`config.mk`:
```
export PLATFORM = sky130hd
export DESIGN_NAME = obc_answer_responder_flat
export DESIGN_NICKNAME = d
export VERILOG_FILES = /design/src/rtl/obc_link_pkg.sv /design/src/rtl/obc_answer_responder_if.sv /design/src/rtl/question_fifo.sv /design/src/rtl/obc_answer_responder.sv /design/src/flat_wrapper.sv
export SDC_FILE = /design/constraint.sdc
export NUM_CORES = 1
export LEC_CHECK = 0
export BUFFER_PORTS_ARGS = -buffer_cell sky130_fd_sc_hd__clkbuf_2
export CAP_MARGIN = 15
export CELL_PAD_IN_SITES_DETAIL_PLACEMENT = 0
export CELL_PAD_IN_SITES_GLOBAL_PLACEMENT = 1
export CORE_ASPECT_RATIO = 0.8
export CORE_MARGIN = 2
export CORE_UTILIZATION = 42
export CTS_CLUSTER_DIAMETER = 120
export CTS_CLUSTER_SIZE = 14
export DETAILED_ROUTE_END_ITERATION = 7
export PLACE_DENSITY = 0.82
export SLEW_MARGIN = 25
export SYNTH_ARGS = -nofsm -noshare
export SYNTH_HDL_FRONTEND = slang
export SYNTH_HIERARCHICAL = 1
export SYNTH_SLANG_ARGS = --single-unit
```
`constraint.sdc`:
```
create_clock -name clk -period 2.05 [get_ports clk]
set_input_delay 0.205 -clock clk [delete_from_list [all_inputs] [get_ports clk]]
set_output_delay 0.205 -clock clk [all_outputs]
set_load 0.02 [all_outputs]
```
`src/rtl/obc_link_pkg.sv`:
```
// obc_link_pkg: shared types and the agreed answer function for the OBC challenge/response link.
package obc_link_pkg;
  localparam int QW = 4;
  typedef enum logic [1:0] {IDLE = 2'b00, COMPUTE = 2'b01, RESPOND = 2'b10} state_e;
  function automatic logic [QW-1:0] answer_of(input logic [QW-1:0] q);
    return {q[3] ^ q[2], q[2] ^ q[1], q[1] ^ q[0], ~q[0]};
  endfunction
endpackage

```
`src/rtl/obc_answer_responder_if.sv`:
```
// obc_answer_responder_if: question and answer valid/ready channels between checker (master) and responder (slave).
interface obc_answer_responder_if;
  import obc_link_pkg::*;
  logic q_valid, q_ready, corrupt, a_valid, a_ready;
  logic [QW-1:0] question, answer;
  modport master(output q_valid, question, corrupt, a_ready, input q_ready, a_valid, answer);
  modport slave(input q_valid, question, corrupt, a_ready, output q_ready, a_valid, answer);
endinterface

```
`src/rtl/question_fifo.sv`:
```
// question_fifo: synchronous question buffer with wrap-bit pointers and full/empty flags.
module question_fifo
  import obc_link_pkg::*;
#(
  parameter int DEPTH = 4
) (
  input  logic          clk,
  input  logic          reset,
  input  logic          push,
  input  logic          pop,
  input  logic [QW-1:0] din,
  output logic [QW-1:0] dout,
  output logic          full,
  output logic          empty
);
  localparam int AW = $clog2(DEPTH);
  logic [QW-1:0] mem_q [DEPTH];
  logic [AW:0] wr_q, rd_q, wr_d, rd_d;
  logic push_ok, pop_ok;
  always_comb begin
    full = (wr_q[AW] != rd_q[AW]) && (wr_q[AW-1:0] == rd_q[AW-1:0]);
    empty = wr_q == rd_q;
    push_ok = push && !full;
    pop_ok = pop && !empty;
    wr_d = wr_q + {{AW{1'b0}}, push_ok};
    rd_d = rd_q + {{AW{1'b0}}, pop_ok};
    dout = mem_q[rd_q[AW-1:0]];
  end
  always_ff @(posedge clk or negedge reset) begin
    if (!reset) begin
      wr_q <= '0;
      rd_q <= '0;
    end else begin
      wr_q <= wr_d;
      rd_q <= rd_d;
    end
  end
  always_ff @(posedge clk) begin
    if (push_ok) mem_q[wr_q[AW-1:0]] <= din;
  end
endmodule

```
`src/rtl/obc_answer_responder.sv`:
```
// obc_answer_responder: buffers checker questions, computes each answer after a fixed delay
// and returns it over a valid/ready handshake, with optional bit-0 corruption for fault tests.
module obc_answer_responder
  import obc_link_pkg::*;
#(
  parameter int DEPTH          = 4,
  parameter int COMPUTE_CYCLES = 2
) (
  input  logic                    clk,
  input  logic                    reset,
  obc_answer_responder_if.slave   lnk,
  output logic                    busy,
  output logic [7:0]              answered_count,
  output logic                    drop_flag
);
  localparam int CW = $clog2(COMPUTE_CYCLES) + 1;
  state_e state_q, state_d;
  logic [CW-1:0] cnt_q, cnt_d;
  logic [QW-1:0] cur_question_q, cur_question_d, answer_q, answer_d, head;
  logic cur_corrupt_q, cur_corrupt_d, a_valid_q, a_valid_d, drop_q, drop_d, avail_q;
  logic [7:0] count_q, count_d;
  logic pop, full, empty;
  question_fifo #(.DEPTH(DEPTH)) u_fifo (
    .clk(clk), .reset(reset), .push(lnk.q_valid), .pop(pop),
    .din(lnk.question), .dout(head), .full(full), .empty(empty)
  );
  assign lnk.q_ready = !full;
  assign lnk.a_valid = a_valid_q;
  assign lnk.answer = answer_q;
  assign busy = (state_q != IDLE) || !empty;
  assign answered_count = count_q;
  assign drop_flag = drop_q;
  always_comb begin
    state_d = state_q;
    cnt_d = cnt_q;
    cur_question_d = cur_question_q;
    cur_corrupt_d = cur_corrupt_q;
    answer_d = answer_q;
    a_valid_d = a_valid_q;
    count_d = count_q;
    pop = 1'b0;
    drop_d = drop_q | (lnk.q_valid & full);
    case (state_q)
      IDLE: if (avail_q && !empty) begin
        pop = 1'b1;
        cur_question_d = head;
        cur_corrupt_d = lnk.corrupt;
        cnt_d = CW'(COMPUTE_CYCLES - 1);
        state_d = COMPUTE;
      end
      COMPUTE: if (cnt_q == '0) begin
        answer_d = answer_of(cur_question_q) ^ {{(QW-1){1'b0}}, cur_corrupt_q};
        a_valid_d = 1'b1;
        state_d = RESPOND;
      end else cnt_d = cnt_q - CW'(1);
      RESPOND: if (lnk.a_ready) begin
        a_valid_d = 1'b0;
        count_d = count_q + 8'd1;
        state_d = IDLE;
      end
      default: state_d = IDLE;
    endcase
  end
  // avail_q sees a newly written head one cycle late, so the pop never sits on the push path
  always_ff @(posedge clk or negedge reset) begin
    if (!reset) begin
      state_q <= IDLE;
      cnt_q <= '0;
      cur_question_q <= '0;
      cur_corrupt_q <= 1'b0;
      answer_q <= '0;
      a_valid_q <= 1'b0;
      count_q <= '0;
      drop_q <= 1'b0;
      avail_q <= 1'b0;
    end else begin
      state_q <= state_d;
      cnt_q <= cnt_d;
      cur_question_q <= cur_question_d;
      cur_corrupt_q <= cur_corrupt_d;
      answer_q <= answer_d;
      a_valid_q <= a_valid_d;
      count_q <= count_d;
      drop_q <= drop_d;
      avail_q <= !empty;
    end
  end
endmodule

```
`src/flat_wrapper.sv`:
```
// flat-port wrapper written by rule: the top's interface ports become plain ports
module obc_answer_responder_flat import obc_link_pkg::*;
#(
  parameter int DEPTH          = 4,
  parameter int COMPUTE_CYCLES = 2
)
  (clk, reset, busy, answered_count, drop_flag, lnk_q_valid, lnk_question, lnk_corrupt, lnk_a_ready, lnk_q_ready, lnk_a_valid, lnk_answer);
  obc_answer_responder_if lnk_i ();
  input  logic clk;
  input  logic reset;
  output logic busy;
  output logic [7:0] answered_count;
  output logic drop_flag;
  input wire logic [$bits(lnk_i.q_valid)-1:0] lnk_q_valid;
  input wire logic [$bits(lnk_i.question)-1:0] lnk_question;
  input wire logic [$bits(lnk_i.corrupt)-1:0] lnk_corrupt;
  input wire logic [$bits(lnk_i.a_ready)-1:0] lnk_a_ready;
  output wire logic [$bits(lnk_i.q_ready)-1:0] lnk_q_ready;
  output wire logic [$bits(lnk_i.a_valid)-1:0] lnk_a_valid;
  output wire logic [$bits(lnk_i.answer)-1:0] lnk_answer;
  assign lnk_i.q_valid = lnk_q_valid;
  assign lnk_i.question = lnk_question;
  assign lnk_i.corrupt = lnk_corrupt;
  assign lnk_i.a_ready = lnk_a_ready;
  assign lnk_q_ready = lnk_i.q_ready;
  assign lnk_a_valid = lnk_i.a_valid;
  assign lnk_answer = lnk_i.answer;
  obc_answer_responder #(.DEPTH(DEPTH), .COMPUTE_CYCLES(COMPUTE_CYCLES)) u_core (.clk(clk), .reset(reset), .lnk(lnk_i), .busy(busy), .answered_count(answered_count), .drop_flag(drop_flag));
endmodule
```
== Word-level counts from Yosys, hierarchy flattened ==
Memories as Yosys holds them, arrays and structs flattened. A register that Yosys moved wholly into a read port is not among the register bits.
Index checks and enable logic that the tools add are counted.

* Add/subtract/negate cells: 4
* Equal/unequal tests: 9
* Mux-type cells: 13
* Bitwise gates (word level): 7
* Reduce and logical (&&, ||, !) cells: 19

{| class="wikitable"
|+ Operators by type and width
! operator !! number
|-
| AND reduction 3 bit || 3
|-
| adder 8 x 1 -> 8 bit (second input constant) || 1
|-
| 2-to-1 mux 2 bit || 4
|-
| adder 3 x 1 -> 3 bit || 2
|-
| 2-to-1 mux 1 bit || 6
|-
| case mux 2 bit (3 select lines) || 1
|-
| AND reduction 2 bit || 3
|-
| nonzero test 2 bit || 3
|-
| logical AND 1 bit || 4
|-
| zero test 2 bit || 2
|-
| inequality test 2 x 1 -> 1 bit (second input constant) || 2
|-
| inequality test 2 bit (second input constant) || 2
|-
| case mux 2 bit (2 select lines) || 1
|-
| bitwise XOR 4 x 1 -> 4 bit || 1
|-
| == test 3 bit || 1
|-
| zero test 1 bit || 3
|-
| bitwise XOR 1 bit || 3
|-
| == test 2 x 1 -> 1 bit (second input constant) || 1
|-
| == test 2 bit || 1
|-
| == test 2 bit (second input constant) || 1
|-
| case mux 1 bit (2 select lines) || 1
|-
| subtractor 2 x 1 -> 2 bit (second input constant) || 1
|-
| AND 1 bit || 1
|-
| logical OR 1 bit || 1
|-
| 3 further kinds || 3
|}

* Register bits after elaboration: 26
* Memory bits (writable): 16
* Input port bits: 9
* Logic and storage cells: 63
* Memories: 1

{| class="wikitable"
|+ Memories
! name !! depth !! bits a word !! read ports !! clocked after Yosys merged registers in !! write ports !! RTL line !! source
|-
| u_core.u_fifo.mem_q || 4 || 4 || 1 || 1 || 1 || question_fifo.sv:17 || <nowiki>logic [QW-1:0] mem_q [DEPTH];</nowiki>
|}

== Longest topological paths before layout ==
Gate-level depths: netlist of the first run.

* Depth after elaboration: 7
* Depth in mapped cells: 8
* Depth with buffers taken out: 7

== Modules after synthesis ==
Netlist of the first run, hierarchy kept.

{| class="wikitable"
|+ By module, submodules not included
! module !! times used !! cells an instance !! area an instance (um^2)
|-
| obc_answer_responder || 1 || 86 || 1048.5
|-
| question_fifo || 1 || 53 || 975.9
|}

== Least setup slack after synthesis of the first run ==
No wires, ideal clock.

* Kind: register to register
* Start: reg u_core.u_fifo.wr_q[0]
* End: reg u_core.u_fifo.rd_q[2]
* Setup time: 0.079 ns
* Arrival time: 1.915 ns
* Required time: 1.971 ns
* Path slack: 0.056 ns
* Cell stages (with the launch flop): 9
* Path through: dfrtp_1 -> clkbuf_2 -> xor2_1 -> nor3_1 -> nor4b_4 -> o31a_1 -> ha_1 -> ha_1 -> xor2_1

* Cells in the longest elaborated chain, start to end: 7

{| class="wikitable"
|+ Ends and longest elaborated chain
! element !! RTL line !! source
|-
| start: declaration || question_fifo.sv:18 || <nowiki>logic [AW:0] wr_q, rd_q, wr_d, rd_d;</nowiki>
|-
| start signal: assignment || question_fifo.sv:34 || <nowiki>wr_q <= wr_d;</nowiki>
|-
| == test 3 bit || question_fifo.sv:22 || <nowiki>empty = wr_q == rd_q;</nowiki>
|-
| net u_core.empty || obc_answer_responder.sv:22 || <nowiki>logic pop, full, empty;</nowiki>
|-
| zero test 1 bit || obc_answer_responder.sv:44 || <nowiki>IDLE: if (avail_q && !empty) begin</nowiki>
|-
| logical AND 1 bit || obc_answer_responder.sv:44 ||
|-
| 2-to-1 mux 1 bit || obc_answer_responder.sv:44 ||
|-
| 2-to-1 mux 1 bit || obc_answer_responder.sv:43 || <nowiki>case (state_q)</nowiki>
|-
| net u_core.pop || obc_answer_responder.sv:22 ||
|-
| logical AND 1 bit || question_fifo.sv:24 || <nowiki>pop_ok = pop && !empty;</nowiki>
|-
| adder 3 x 1 -> 3 bit || question_fifo.sv:26 || <nowiki>rd_d = rd_q + {{AW{1'b0}}, pop_ok};</nowiki>
|-
| net u_core.u_fifo.rd_d[2] || question_fifo.sv:18 ||
|-
| end signal: assignment || question_fifo.sv:35 || <nowiki>rd_q <= rd_d;</nowiki>
|-
| end: declaration || question_fifo.sv:18 ||
|}

The timed path passes the listed nets, and every way through them passes these cells.
A chain may end at the register's enable or synchronous reset.

== Worst setup path in the final report of the first run ==
* Start: reg u_core.u_fifo.wr_q[1]
* End: out busy

* Cells in the longest elaborated chain, start to end: 3

{| class="wikitable"
|+ Ends and longest elaborated chain
! element !! RTL line !! source
|-
| == test 3 bit || question_fifo.sv:22 ||
|-
| net u_core.empty || obc_answer_responder.sv:22 ||
|-
| zero test 1 bit || obc_answer_responder.sv:30 || <nowiki>assign busy = (state_q != IDLE) || !empty;</nowiki>
|-
| logical OR 1 bit || obc_answer_responder.sv:30 ||
|-
| end: declaration || flat_wrapper.sv:11 || <nowiki>output logic busy;</nowiki>
|}

The timed path passes the listed nets, and every way through them passes these cells.

==> results by group, run 1 <==
Routing
  – Routed len/inst: 14.3 um
  – Iteration-0 DRC Markers: 45
  – WL final: 3340 um
  – Via count: between 1000 and 1500
  – Post-route DRC: 0
  – Vias/cell: slightly below 5
  – DR pass1 iterations: 4
  – Routed Antenna Nets: 0

Yosys
  – Mapped Nets: around 160
  – EDFF count, synth: 16
  – Avg Cell Area, Syn: about 15 um2
  – Synthesis-stage register bit count: 46
  – Area of the mapped netlist: approximately 2000 um2
  – Dominant cell type by area after synthesis: dfrtp_1
  – Post-synthesis simple-gate area fraction: under 10%
  – Post-synthesis compound-gate area fraction: 5.62%
  – Seq/Total Area, Yosys: 60.8%
  – Proportion of synthesized area in mux cells: under 10%
  – Cells after Synth: between 100 and 150
  – Yosys cell types: 31
  – Post-synth top area share: between 30% and 40%
  – Dominant cells by area after synthesis: dfrtp_1 37%, edfxtp_1 24%, mux4_1 5.2%
  – Synth warn: 6
  – Ys flop type: dfrtp_1
  – Combinational family with the most area after synthesis: XOR/XNOR gates
  – XOR/XNOR share of the synthesized area: around 8.6%
  – Post-Synth Adder-Cell Area: between 4 and 5%
  – Synth async-reset ratio: 65.2%

Power
  – Clock network power share: between 15 and 20%
  – Net Sw Power: 1430 uW
  – Max IR drop VDD: around 0.80 mV
  – Seq pwr share: a little over two fifths
  – Combinational share of power: 41.6%
  – Power Dens Cells: 1610 nW/um2
  – Switching share of power: between 30% and 40%
  – Leakage: 0.00103 uW
  – Internal power: around 2400 uW

Critical path
  – Cell breakdown of the critical path: xor2_4 > nor3_2 > inv_1 > or3_1 > clkbuf_2
  – Worst-path fanout max: 7
  – Startpoint types: register
  – R2R Setup Slk: 120 ps
  – Worst path max stage delay: roughly 480 ps
  – CP max-delay cell: dfrtp_2
  – Required @ worst endpoint: around 1900 ps
  – Element type at the critical path end: output port
  – WS Path Type: reg -> out
  – WP data arrival: between 1500 and 2000 ps

Clock tree
  – Clock latency on the worst-skew pair: 300 ps
  – Clock Tree Buf Depth: 2
  – H-tree depth: 2
  – Total CTS buffers: 5
  – Clock Sink Count: 46
  – CTS tree: built
  – Worst-path clk slew: 80 ps
  – CTS Root Cell: clkbuf_8

Min path
  – Hold/Removal Path Class: in -> reg

Timing
  – Final Cycle Share: between 90% and 100%
  – Worst-case clock skew: between 7 and 8 ps
  – F_max: between 500 and 600 MHz
  – Max-slew headroom: roughly half
  – Final hold violations: 0
  – Setup TNS: 0 ps
  – RSZ-0062 raised after global routing: no
  – Worst slew pin tran: 733 ps
  – Final setup fails: 0
  – Slew Viols, Final: 0
  – Tmin final: between 1500 and 2000 ps

Cells and area
  – Layout Nets: 188
  – Synth-to-Final Area Change: 16.9%
  – Finished Layout Cells: roughly 230
  – Commonest non-fill, non-tap cell in the layout: dfrtp_1
  – Fraction of layout cells with a size suffix above 1: roughly 29%
  – FILL cells: between 300 and 400
  – Commonest non-fill, non-tap cells in the layout: 29 x dfrtp_1, 24 x clkbuf_2, 16 x edfxtp_1
  – Diodes inserted: 0

Global routing
  – Total track usage: between 10% and 20%
  – Largest net degree at the start of global routing: 31
  – Initial antenna violation count: 0
  – First-pass GRT wire length: between 5000 and 6000 um
  – Grt total ovfl: 0
  – Number of global-route vias before repair: between 1000 and 1500

Job
  – Max-Cap Viols: 0

Placed design
  – IO Port Bufs: 24
  – DP HPWL: 2380 um
  – Routability cong.: 0.798
  – Placed Instances: about 220

Outcome
  – Run status: complete, no violations

Floorplanning
  – Die width: 81.6 um
  – Starting Density: between 40% and 50%
  – Row count: 22
  – Die ar.: roughly 5400 um2
  – Core area: between 4000 and 5000 um2
  – Num ports: 25
  – Die Ht: approximately 66 um
[per-stage QoR]
stage	util [%]	total power (uW)	hold slack, ps	instance area, um2	worst slack [ps]
finish	51.2	3810	112	2370	113
detailed placement	47.6	3080	311	2200	98.0
global placement	47.6	3000	289	2200	203
CTS	50.6	3770	99.0	2340	58.2
global route	51.2	4080	105	2370	37.2
floorplan	-	2700	-90.6	2020	56.0
[layout make-up]
type,count,area (um2),area share (%)
multi-input cells,81,748,31.6
flip-flops and latches,46,1230,52.1
inverters,7,26.3,1.11
clock buffers,8,110,4.65
repair buffers,31,175,7.40
well taps,60,75.1,3.17
[power by group through the flow]
stage	registers, uW	clock network [uW]	logic [uW]
3_5_place_dp	1570	0	1500
6_report	1580	640	1580
3_3_place_gp	1550	0	1440
2_1_floorplan	1590	0	1100
5_1_grt	1630	702	1750
4_1_cts	1560	661	1550
[synth_stat cells (2+ instances only)]
master,count
inv_1,7
dfrtp_1,30
a31oi_1,2
a21oi_1,3
mux4_1,4
xor2_1,9
nor3_1,5
mux2_2,6
buf_6,4
nand3b_1,3
xnor2_1,9
ha_1,7
edfxtp_1,16
nand2_1,7
o21ai_0,4
nand3_1,4
nor2_1,4
o31a_1,2
[sequential cells by signal, summed over array words and instances (netlist names), 2 cells and up]
name / cells
u_core/answered_count: 8
u_core/cnt_q: 2
u_core/cur_question_q: 4
u_core/lnk.answer: 4
u_core/state_q: 2
u_core/u_fifo/mem_q: 16
u_core/u_fifo/rd_q: 3
u_core/u_fifo/wr_q: 3
[layer usage]
metal	vias to the layer above	wire length, um	global-route usage [%]
met4	0	72	6.04
li1	565	-	-
met3	9	160	6.28
met5	-	0	0
met1	556	1510	17.5
met2	22	1600	22.1
[critical path, delay by kind of cell, from the launching register on]
kind / cells / cell delay [ps]
xor+xnor: 1 / 200
buf+inv: 2 / 230
simple gates: 2 / 520
flops: 1 / 480
[cell families (layout without fill, tap and decap cells)]
family	after synthesis	count (layout)
mux	10	10
xor+xnor	19	19
fa+ha+maj	7	7
buf+inv	12	46
simple gates	29	29
flops	46	46
compound gates	16	16
[worst paths after layout]
check | startpoint | endpoint | depth (start not counted)
max in group asynchronous | reset | u_core/u_fifo/wr_q[1]$_DFF_PN0_ | 2
min in group asynchronous | reset | u_core/lnk.answer[2]$_DFFE_PN0P_ | 2
worst max-delay path | u_core/u_fifo/wr_q[1]$_DFF_PN0_ | busy | 5
worst max register to register | u_core/u_fifo/rd_q[0]$_DFF_PN0_ | u_core/u_fifo/rd_q[2]$_DFF_PN0_ | 8
worst min-delay path | lnk_a_ready | u_core/state_q[1]$_DFFE_PN0P_ | 2
worst min register to register | u_core/drop_flag$_DFF_PN0_ | u_core/drop_flag$_DFF_PN0_ | 1
[timing repair]
| item | 4_1_cts | 5_1_grt |
|---|---|---|
| buffers inserted | 1 | 1 |
| resized for setup | 2 | 3 |
| pin swaps | 1 | 1 |
| endpoints found under the hold margin | 30 | 0 |
| hold buffers | 1 | 0 |
| endpoints found under the setup margin | 1 | 1 |
No activity file was read; power rests on OpenSTA's default activity.
==> inputs of run 2 (changes only) <==
- BUFFER_PORTS_ARGS: -buffer_cell sky130_fd_sc_hd__clkbuf_2 -> default
- CORE_UTILIZATION: 42 -> 46
- DONT_BUFFER_PORTS: default -> 1
- PLACE_DENSITY: 0.82 -> 0.81
==> run 2 against run 1 <==
Register-to-register slack improved by 70 ps. Maximum frequency fell by 0.79%. Final cell count down 9.4%. Non-clock buffer count fell by 19. Global-route usage grew 0.93 points. Sequential power up 7%. Combinational power shrank 15%.
==> results by group, run 2 (synthesis gave the netlist of run 1 again) <==
Outcome
  – Run status: complete, no violations

Clock tree
  – Clock Sink Count: 46
  – Post-CTS setup buffers: 0
  – CTS Root Cell: clkbuf_8
  – H-tree depth: 2
  – CTS tree: built
  – Worst-path clk slew: 80 ps
  – Clock Tree Buf Depth: 2
  – Total CTS buffers: 5
  – Clock latency on the worst-skew pair: ~290 ps

Routing
  – Post-route DRC: 0
  – Routed Antenna Nets: 0
  – DR top layer: met4
  – DR pass1 iterations: 4
  – Iteration-0 DRC Markers: 70
  – Via count: approximately 1100
  – WL final: between 3000 and 4000 um
  – Wl on met1: between 1500 and 2000 um
  – Met2 wire length: about 1600 um
  – Routed len/inst: 15.9 um
  – Met3 WL: approximately 130 um
  – Vias/cell: about 5.3

Floorplanning
  – Starting Density: about half
  – Die Ht: approximately 63 um
  – Core area: roughly 4200 um2
  – Die width: a little under 80 um
  – Num ports: 25
  – Die ar.: roughly 5000 um2
  – Row count: 21

Power
  – Leakage: around 0.00094 uW
  – Max IR drop VDD: between 0.9 and 1 mV
  – Power Dens Cells: between 1500 and 2000 nW/um2

Min path
  – Hold/Removal Path Class: in -> reg

Timing
  – F_max: approximately 510 MHz
  – Final hold violations: 0
  – Final Cycle Share: 95.2%
  – RSZ-0062 raised after global routing: no
  – Worst slew pin tran: roughly 600 ps
  – Tmin final: 1950 ps
  – Max-slew headroom: about three fifths
  – Worst-case clock skew: between 10 and 15 ps
  – Final setup fails: 0
  – Setup TNS: 0 ps
  – Final worst slack: around 100 ps
  – Slew Viols, Final: 0

Critical path
  – WP data arrival: ~1800 ps
  – CP max-delay cell: dfrtp_1
  – Worst-path fanout max: 5
  – Startpoint types: register
  – Cell breakdown of the critical path: xor2_2 > nor3_2 > inv_1 > or3_4
  – Worst path max stage delay: ~460 ps
  – Element type at the critical path end: output port
  – WS Path Type: reg -> out
  – Delay-heaviest family, CP: simple AND/OR/NAND/NOR gates
  – Required @ worst endpoint: approximately 1900 ps
  – Worst Path Buf+Inv: 1

Cells and area
  – Commonest non-fill, non-tap cells in the layout: 30 x dfrtp_1, 16 x edfxtp_1, 9 x xnor2_1
  – Fraction of layout cells with a size suffix above 1: between 10% and 20%
  – FILL cells: 342
  – Synth-to-Final Area Change: 12.2%
  – Diodes inserted: 0
  – Layout Nets: ~170
  – Number of flip-flops in the largest register: 16
  – Finished Layout Cells: between 200 and 250
  – Commonest non-fill, non-tap cell in the layout: dfrtp_1
  – Final instance area: between 2000 and 2500 um2

Placed design
  – DP Area: about 2100 um2
  – DP HPWL: 2350 um
  – Placed Instances: approximately 200
  – IO Port Bufs: 0
  – Routability cong.: approximately 0.77
  – Place WS: ~100 ps

Global routing
  – Largest net degree at the start of global routing: 31
  – Total track usage: ~15%
  – Grt total ovfl: 0
  – First-pass GRT wire length: between 5000 and 6000 um
  – Number of global-route vias before repair: 1210
  – Initial antenna violation count: 0

Job
  – Max-Cap Viols: 0
[run 2: cell count changes in the layout (fill, tap and decap cells not counted), moves of 2 or more]
| cell | before | now |
|---|---|---|
| dlygate4sd3_1 | 1 | 6 |
| clkinv_2 | 0 | 2 |
| clkbuf_8 | 8 | 5 |
| clkbuf_2 | 24 | 0 |
[run 2: worst register-to-register path, cell delays in order, from the launching register on]
cell and delay, ps:
dfrtp_1 460, xor2_2 330, nor3_2 110, nor4b_4 250, o31a_1 190, ha_1 150, ha_1 150, xor2_1 160
[run 2: cell type report]
class | instances | area (um2) | area share, %
clock buffer | 6 | 72.6 | 3.20
clock inverter | 2 | 10.0 | 0.441
inverter | 7 | 26.3 | 1.16
multi-input combinational | 81 | 742 | 32.7
sequential | 46 | 1230 | 54.2
tap | 57 | 71.3 | 3.14
timing repair buffer | 12 | 118 | 5.18
[run 2: repair_timing]
| item | CTS | global route |
|---|---|---|
| hold buffers | 7 | 0 |
| pin swaps | 0 | 1 |
| resized for setup | 1 | 3 |
| endpoints found under the setup margin | 1 | 2 |
| hold endpoints to repair | 47 | 0 |
[run 2: power by group]
part | leakage (uW) | internal (uW) | switching [uW]
clock | 0.0000450 | 236 | 280
combinational | 0.000385 | 650 | 687
sequential | 0.000512 | 1290 | 403
total | 0.000942 | 2170 | 1370
[run 2: path summary, 6_finish.rpt]
| path | from | endpoint | slack [ps] | cells past startpoint |
|---|---|---|---|---|
| worst max-delay path | u_core/u_fifo/rd_q[2]$_DFF_PN0_ | busy | 100 | 4 |
| worst min-delay path | lnk_q_valid | u_core/drop_flag$_DFF_PN0_ | 30 | 1 |
| worst max register to register | u_core/u_fifo/rd_q[2]$_DFF_PN0_ | u_core/u_fifo/rd_q[2]$_DFF_PN0_ | 190 | 7 |
| worst min register to register | u_core/cnt_q[0]$_DFFE_PN0P_ | u_core/cnt_q[0]$_DFFE_PN0P_ | 490 | 1 |
| max in group asynchronous | reset | u_core/cnt_q[0]$_DFFE_PN0P_ | 1520 | 2 |
| min in group asynchronous | reset | u_core/state_q[0]$_DFFE_PN0P_ | 370 | 2 |
[run 2: stage by stage]
step	hold slack (ps)	total power (uW)	utilization (%)
6_report	25.6	3540	54.0
3_5_place_dp	-89.9	2980	49.6
5_1_grt	15.2	3810	54.0
3_3_place_gp	-89.9	2890	49.6
4_1_cts	20.5	3540	53.5
2_1_floorplan	-90.6	2700	-
[run 2: routing by layer]
layer  up-vias  GRT usage, %
met5         -             0
met4         0          6.36
met3         7          4.73
met2        27          23.3
met1       560          20.4
li1        529             -
